[src/rtl/fetch_unit.sv]
`default_nettype none
// ============================================================================
// Module   : fetch_unit
// Purpose  : Instruction fetch stage. Owns the PC, issues word reads to a
//            one-cycle-latency instruction memory, buffers {pc, instruction}
//            pairs in a small FIFO and hands them to decode via valid/ready.
//            A redirect flushes buffered and in-flight fetches.
// Revision : 1.0 - initial release
// ============================================================================
module fetch_unit #(
  parameter int                    DATA_WIDTH = 32,
  parameter logic [DATA_WIDTH-1:0] RESET_PC   = '0,
  parameter int                    FIFO_DEPTH = 2
) (
  input  logic                  clk,
  input  logic                  rst,
  input  logic                  i_redirect,
  input  logic [DATA_WIDTH-1:0] i_redirect_pc,
  output logic                  o_imem_req,
  output logic [DATA_WIDTH-1:0] o_imem_addr,
  input  logic [DATA_WIDTH-1:0] i_imem_rdata,
  output logic                  o_valid,
  output logic [DATA_WIDTH-1:0] o_instruction,
  output logic [DATA_WIDTH-1:0] o_pc,
  input  logic                  i_ready
);

  localparam int c_pw = $clog2(FIFO_DEPTH);
  localparam int c_cw = c_pw + 1;
  localparam logic [c_cw:0] c_depth = (c_cw+1)'(FIFO_DEPTH);

  typedef enum logic [0:0] {
    S_IDLE = 1'b0,
    S_RUN  = 1'b1
  } state_t;

  state_t                r_state;
  state_t                w_state_nxt;
  logic                  w_run;

  logic [DATA_WIDTH-1:0] r_fetch_pc;
  logic [DATA_WIDTH-1:0] r_req_addr;
  logic                  r_inflight;

  logic [DATA_WIDTH-1:0] r_fifo_pc    [FIFO_DEPTH];
  logic [DATA_WIDTH-1:0] r_fifo_instr [FIFO_DEPTH];
  logic [c_pw-1:0]       r_rd_ptr;
  logic [c_pw-1:0]       r_wr_ptr;
  logic [c_cw-1:0]       r_count;

  logic                  w_pop;
  logic                  w_push;
  logic                  w_req;
  logic [c_cw:0]         w_credit;

  // State register: leaves IDLE on the first clock after reset release.
  always_ff @(posedge clk or negedge rst) begin
    if (!rst) r_state <= S_IDLE;
    else      r_state <= w_state_nxt;
  end

  // Next state and request decision; in-flight slots count against FIFO space.
  always_comb begin
    w_state_nxt = S_RUN;
    w_run       = (r_state == S_RUN);
    w_pop       = o_valid & i_ready;
    w_push      = r_inflight & ~i_redirect;
    w_credit    = {1'b0, r_count} + {{c_cw{1'b0}}, r_inflight} - {{c_cw{1'b0}}, w_pop};
    w_req       = w_run & ~i_redirect & (w_credit < c_depth);
  end

  assign o_imem_req    = w_req;
  assign o_imem_addr   = r_fetch_pc;
  assign o_valid       = (r_count != '0);
  assign o_pc          = r_fifo_pc[r_rd_ptr];
  assign o_instruction = r_fifo_instr[r_rd_ptr];

  // PC advance, redirect reload and capture of the address awaiting a response.
  always_ff @(posedge clk or negedge rst) begin
    if (!rst) begin
      r_fetch_pc <= RESET_PC;
      r_req_addr <= '0;
      r_inflight <= 1'b0;
    end else begin
      r_inflight <= w_req;
      if (i_redirect) begin
        r_fetch_pc <= {i_redirect_pc[DATA_WIDTH-1:2], 2'b00};
      end else if (w_req) begin
        r_fetch_pc <= r_fetch_pc + DATA_WIDTH'(4);
        r_req_addr <= r_fetch_pc;
      end
    end
  end

  // FIFO storage and pointers; a redirect empties it and drops the response.
  always_ff @(posedge clk or negedge rst) begin
    if (!rst) begin
      for (int i = 0; i < FIFO_DEPTH; i++) begin
        r_fifo_pc[i]    <= '0;
        r_fifo_instr[i] <= '0;
      end
      r_rd_ptr <= '0;
      r_wr_ptr <= '0;
      r_count  <= '0;
    end else if (i_redirect) begin
      r_rd_ptr <= '0;
      r_wr_ptr <= '0;
      r_count  <= '0;
    end else begin
      if (w_push) begin
        r_fifo_pc[r_wr_ptr]    <= r_req_addr;
        r_fifo_instr[r_wr_ptr] <= i_imem_rdata;
        r_wr_ptr               <= r_wr_ptr + 1'b1;
      end
      if (w_pop) r_rd_ptr <= r_rd_ptr + 1'b1;
      r_count <= r_count + c_cw'(w_push) - c_cw'(w_pop);
    end
  end

endmodule
`default_nettype wire
[config.mk]
export PLATFORM = sky130hd
export DESIGN_NAME = fetch_unit
export DESIGN_NICKNAME = d
export VERILOG_FILES = /design/src/rtl/fetch_unit.sv
export SDC_FILE = /design/constraint.sdc
export NUM_CORES = 1
export LEC_CHECK = 0
export BUFFER_PORTS_ARGS = -buffer_cell sky130_fd_sc_hd__buf_2
export CAP_MARGIN = 20
export CORE_MARGIN = 5
export CORE_UTILIZATION = 35
export CTS_CLUSTER_DIAMETER = 80
export DETAILED_ROUTE_END_ITERATION = 8
export GPL_TIMING_DRIVEN = 0
export PLACE_DENSITY = 0.53
export RECOVER_POWER = 50
export SYNTH_ARGS = -nofsm -noshare
export SYNTH_HDL_FRONTEND = slang
export SYNTH_SLANG_ARGS = --single-unit
[constraint.sdc]
create_clock -name clk -period 5.1 [get_ports clk]
set_clock_uncertainty 0.15 [all_clocks]
set_input_delay 1.02 -clock clk [delete_from_list [all_inputs] [get_ports clk]]
set_output_delay 1.02 -clock clk [all_outputs]
set_load 0.02 [all_outputs]
==> qor.yml <==
post-route-min-period_ps: 4760
post_dp_cell_area_um2: 9903
outcome: "complete, but fails checks"
failing_checks: "capacitance limit, slew limit"
synthXorXnorAreaFrac: 0.006073
final.period_utilization: 0.9333
setup-violations-final: 0
synthesis.yosys.warnings: 0
postSynth.topFlopCell: "sky130_fd_sc_hd__dfrtp_1"
ioPinCount: 166
vdd_ir_drop_max_v: 0.0001999
via_per_inst: 4.905
worstHoldPathType: "reg2reg"
detail-route-antenna-nets: 0
hold_path.startpoint: "r_fifo_pc[16]$_DFFE_PN0P_"
dieArea_um2: 27970
core.rowCount: 57
commonest_cells_post_synth: "sky130_fd_sc_hd__dfrtp_1 (190), sky130_fd_sc_hd__mux2_2 (186), sky130_fd_sc_hd__nand2_1 (117), sky130_fd_sc_hd__buf_2 (17), sky130_fd_sc_hd__nor2_1 (17)"
finalWirelength_um: 22110
max_cap_violations: 1
finalWeightedCongestion: 0.7940
synthCells: 699
drtPass1Iterations: 4
synth.distinct_cells: 50
die_height_um: 167.2
cts.clk_slew.worst_paths_ps: 70
grt_overflow_total: 0
port-buffer-count: 159
worst-endpoint-arrival_ps: 3590
synth.cell_area_um2: 8653
clock_path_buffers: 2
postSynthRegisterBits: 190
cts.sink_count: 190
reg2reg_from: "r_count[1]$_DFF_PN0_"
initial_antenna_violation_count: 0
synthToLayoutAreaGrowth_pct: 20.45
worst_ep_required_time_ps: 3930
clk_latency_ps: 430
transition_time_of_the_tightest_slew_check_pin_ps: 2700
finalInstanceArea_um2: 10420
layout.nets: 953
drt_drc_violations_left: 0
die_width_um: 167.2
critPathLaunchType: "flop"
synth_adder_area_share: 0.008097
crit_start: "r_count[1]$_DFF_PN0_"
htree_num_levels: 4
numPlacedInstances: 1186
powerDensity_nw_per_um2: 584.5
initial_utilization: 0.3558
clock.fmax_mhz: 210.1
synth_edf_count: 0
clock_tree.root_cell: "sky130_fd_sc_hd__clkbuf_16"
grt_first_pass_wirelength_um: 35850
ys_async_sr_fraction: 1.000
detail_route.wl_per_cell_um: 18.16
post-synth-top-count-cell: "sky130_fd_sc_hd__dfrtp_1"
post-dp-hpwl_um: 15620
worst-setup-path-type: "reg2out"
share_of_layout_cells_above_drive_strength_1: 0.4267
fin_util: 0.4286
top_cells_by_area_synth: "sky130_fd_sc_hd__dfrtp_1 (55%), sky130_fd_sc_hd__mux2_2 (24%), sky130_fd_sc_hd__nand2_1 (5.1%), sky130_fd_sc_hd__a221o_1 (1.0%), sky130_fd_sc_hd__buf_2 (0.98%)"
static-leakage-power_nw: 4.983
synth_mux_area_frac: 0.2467
cts_buffers: 17
max_slew_margin_vs_limit: -0.7999
route.vias.total: 5969
synth_top_area_frac: 0.5495
cts_tree: "done"
worstPathMaxFanout: 20
final-hold-violation-count: 0
yosysTopAreaCell: "sky130_fd_sc_hd__dfrtp_1"
synth_seq_area_share: 0.5495
grt_max_degree: 110
initial_drc_count: 383
num_antenna_cells: 0
end_kind: "primary output"
coreArea_um2: 24320
largest_family_of_logic_cells_by_synthesized_area: "multiplexers"
synth_compound_area_frac: 0.04078
grt_pass1_vias: 6151
totalNegativeSetupSlack_ps: 0
setup_fix_buffers_added_after_clock_tree_synthesis: 0
synthesis.area_per_instance_um2: 12.38
finish.cell_count_without_fillers: 1217
synth-simple-area-share: 0.1178
slew_violations: 110
rsz0062_at_grt: "false"
grt_use_total: 0.1610
cts_resized: 0
total_power_mw: 6.092
rrSetupSlack_ps: 1420
cts-hold-fix-buffers: 0
==> where the power goes <==
| group | switching, mW | internal (mW) | total (mW) |
|---|---|---|---|
| logic | 1.20 | 1.03 | 2.23 |
| registers | 0.381 | 2.12 | 2.50 |
| clock network | 0.656 | 0.703 | 1.36 |
| total | 2.24 | 3.85 | 6.09 |
==> per-stage QoR <==
step / hold slack (ps) / worst slack, ps
2_1_floorplan: 308.2 / 936.1
3_3_place_gp: 330.5 / -544.6
3_5_place_dp: 337.3 / 300.4
4_1_cts: 353.3 / 113.2
5_1_grt: 359.0 / 173.7
6_report: 351.0 / 340.4
==> state kept, by name, summed over array words and instances (netlist names) <==
name	flops
r_fifo_instr	64
r_wr_ptr	1
r_state	1
o_imem_addr	30
r_rd_ptr	1
r_inflight	1
r_count	2
r_req_addr	30
r_fifo_pc	60
==> cell families (layout without fill, tap and decap cells) <==
kind of cell,after synthesis,in the layout
simple gates,204,204
flops,190,190
fa+ha+maj,5,5
xor+xnor,6,6
mux,190,190
other cells,2,5
buf+inv,51,242
compound gates,51,51
==> per-layer routing <==
| metal | vias to the layer above | global-route usage | share of wire |
|---|---|---|---|
| met1 | 2952 | 0.2261 | 0.47 |
| met2 | 175 | 0.2545 | 0.46 |
| met4 | 0 | 0.04658 | 0.016 |
| met5 | - | 0 | 0 |
| li1 | 2817 | - | - |
| met3 | 25 | 0.03277 | 0.055 |
==> critical path: stages, from the launching register on <==
cell	delay (ps)
sky130_fd_sc_hd__dfrtp_1	460
sky130_fd_sc_hd__or2_2	350
sky130_fd_sc_hd__and2_0	240
sky130_fd_sc_hd__ha_1	290
sky130_fd_sc_hd__nand2b_1	150
sky130_fd_sc_hd__fa_1	370
sky130_fd_sc_hd__xor2_1	170
sky130_fd_sc_hd__or3_4	430
sky130_fd_sc_hd__inv_2	160
sky130_fd_sc_hd__buf_4	320
sky130_fd_sc_hd__buf_2	230
==> cell type report <==
| class | instances | area, µm² |
|---|---|---|
| sequential | 190 | 4755 |
| fill | 2387 | 13900 |
| clock buffer | 17 | 425.4 |
| buffer | 42 | 222.7 |
| multi-input combinational | 461 | 3649 |
| timing repair buffer | 160 | 763.2 |
| inverter | 8 | 30.03 |
| clock inverter | 15 | 172.7 |
| tap | 324 | 405.4 |
==> path summary, 6_finish.rpt <==
kind	end	depth (start not counted)
setup / recovery	o_imem_req	10
hold / removal	r_fifo_pc[16]$_DFFE_PN0P_	1
setup reg to reg	r_req_addr[12]$_DFFE_PN0P_	12
hold reg to reg	r_fifo_pc[16]$_DFFE_PN0P_	1
max in group asynchronous	o_imem_addr[25]$_DFFE_PN0P_	2
min in group asynchronous	r_fifo_instr[27]$_DFFE_PN0P_	1
==> cell usage in the layout, fill, tap and decap left out, drive strengths merged, types with 11 or more instances in the layout <==
| cell type | instances |
|---|---|
| inv | 17 |
| buf | 150 |
| nor2 | 17 |
| nand3 | 15 |
| dfrtp | 190 |
| clkbuf | 69 |
| mux2 | 186 |
| nand2 | 117 |
| nand4 | 11 |
| o21ai | 12 |
Power figures use the tool's default switching activity.
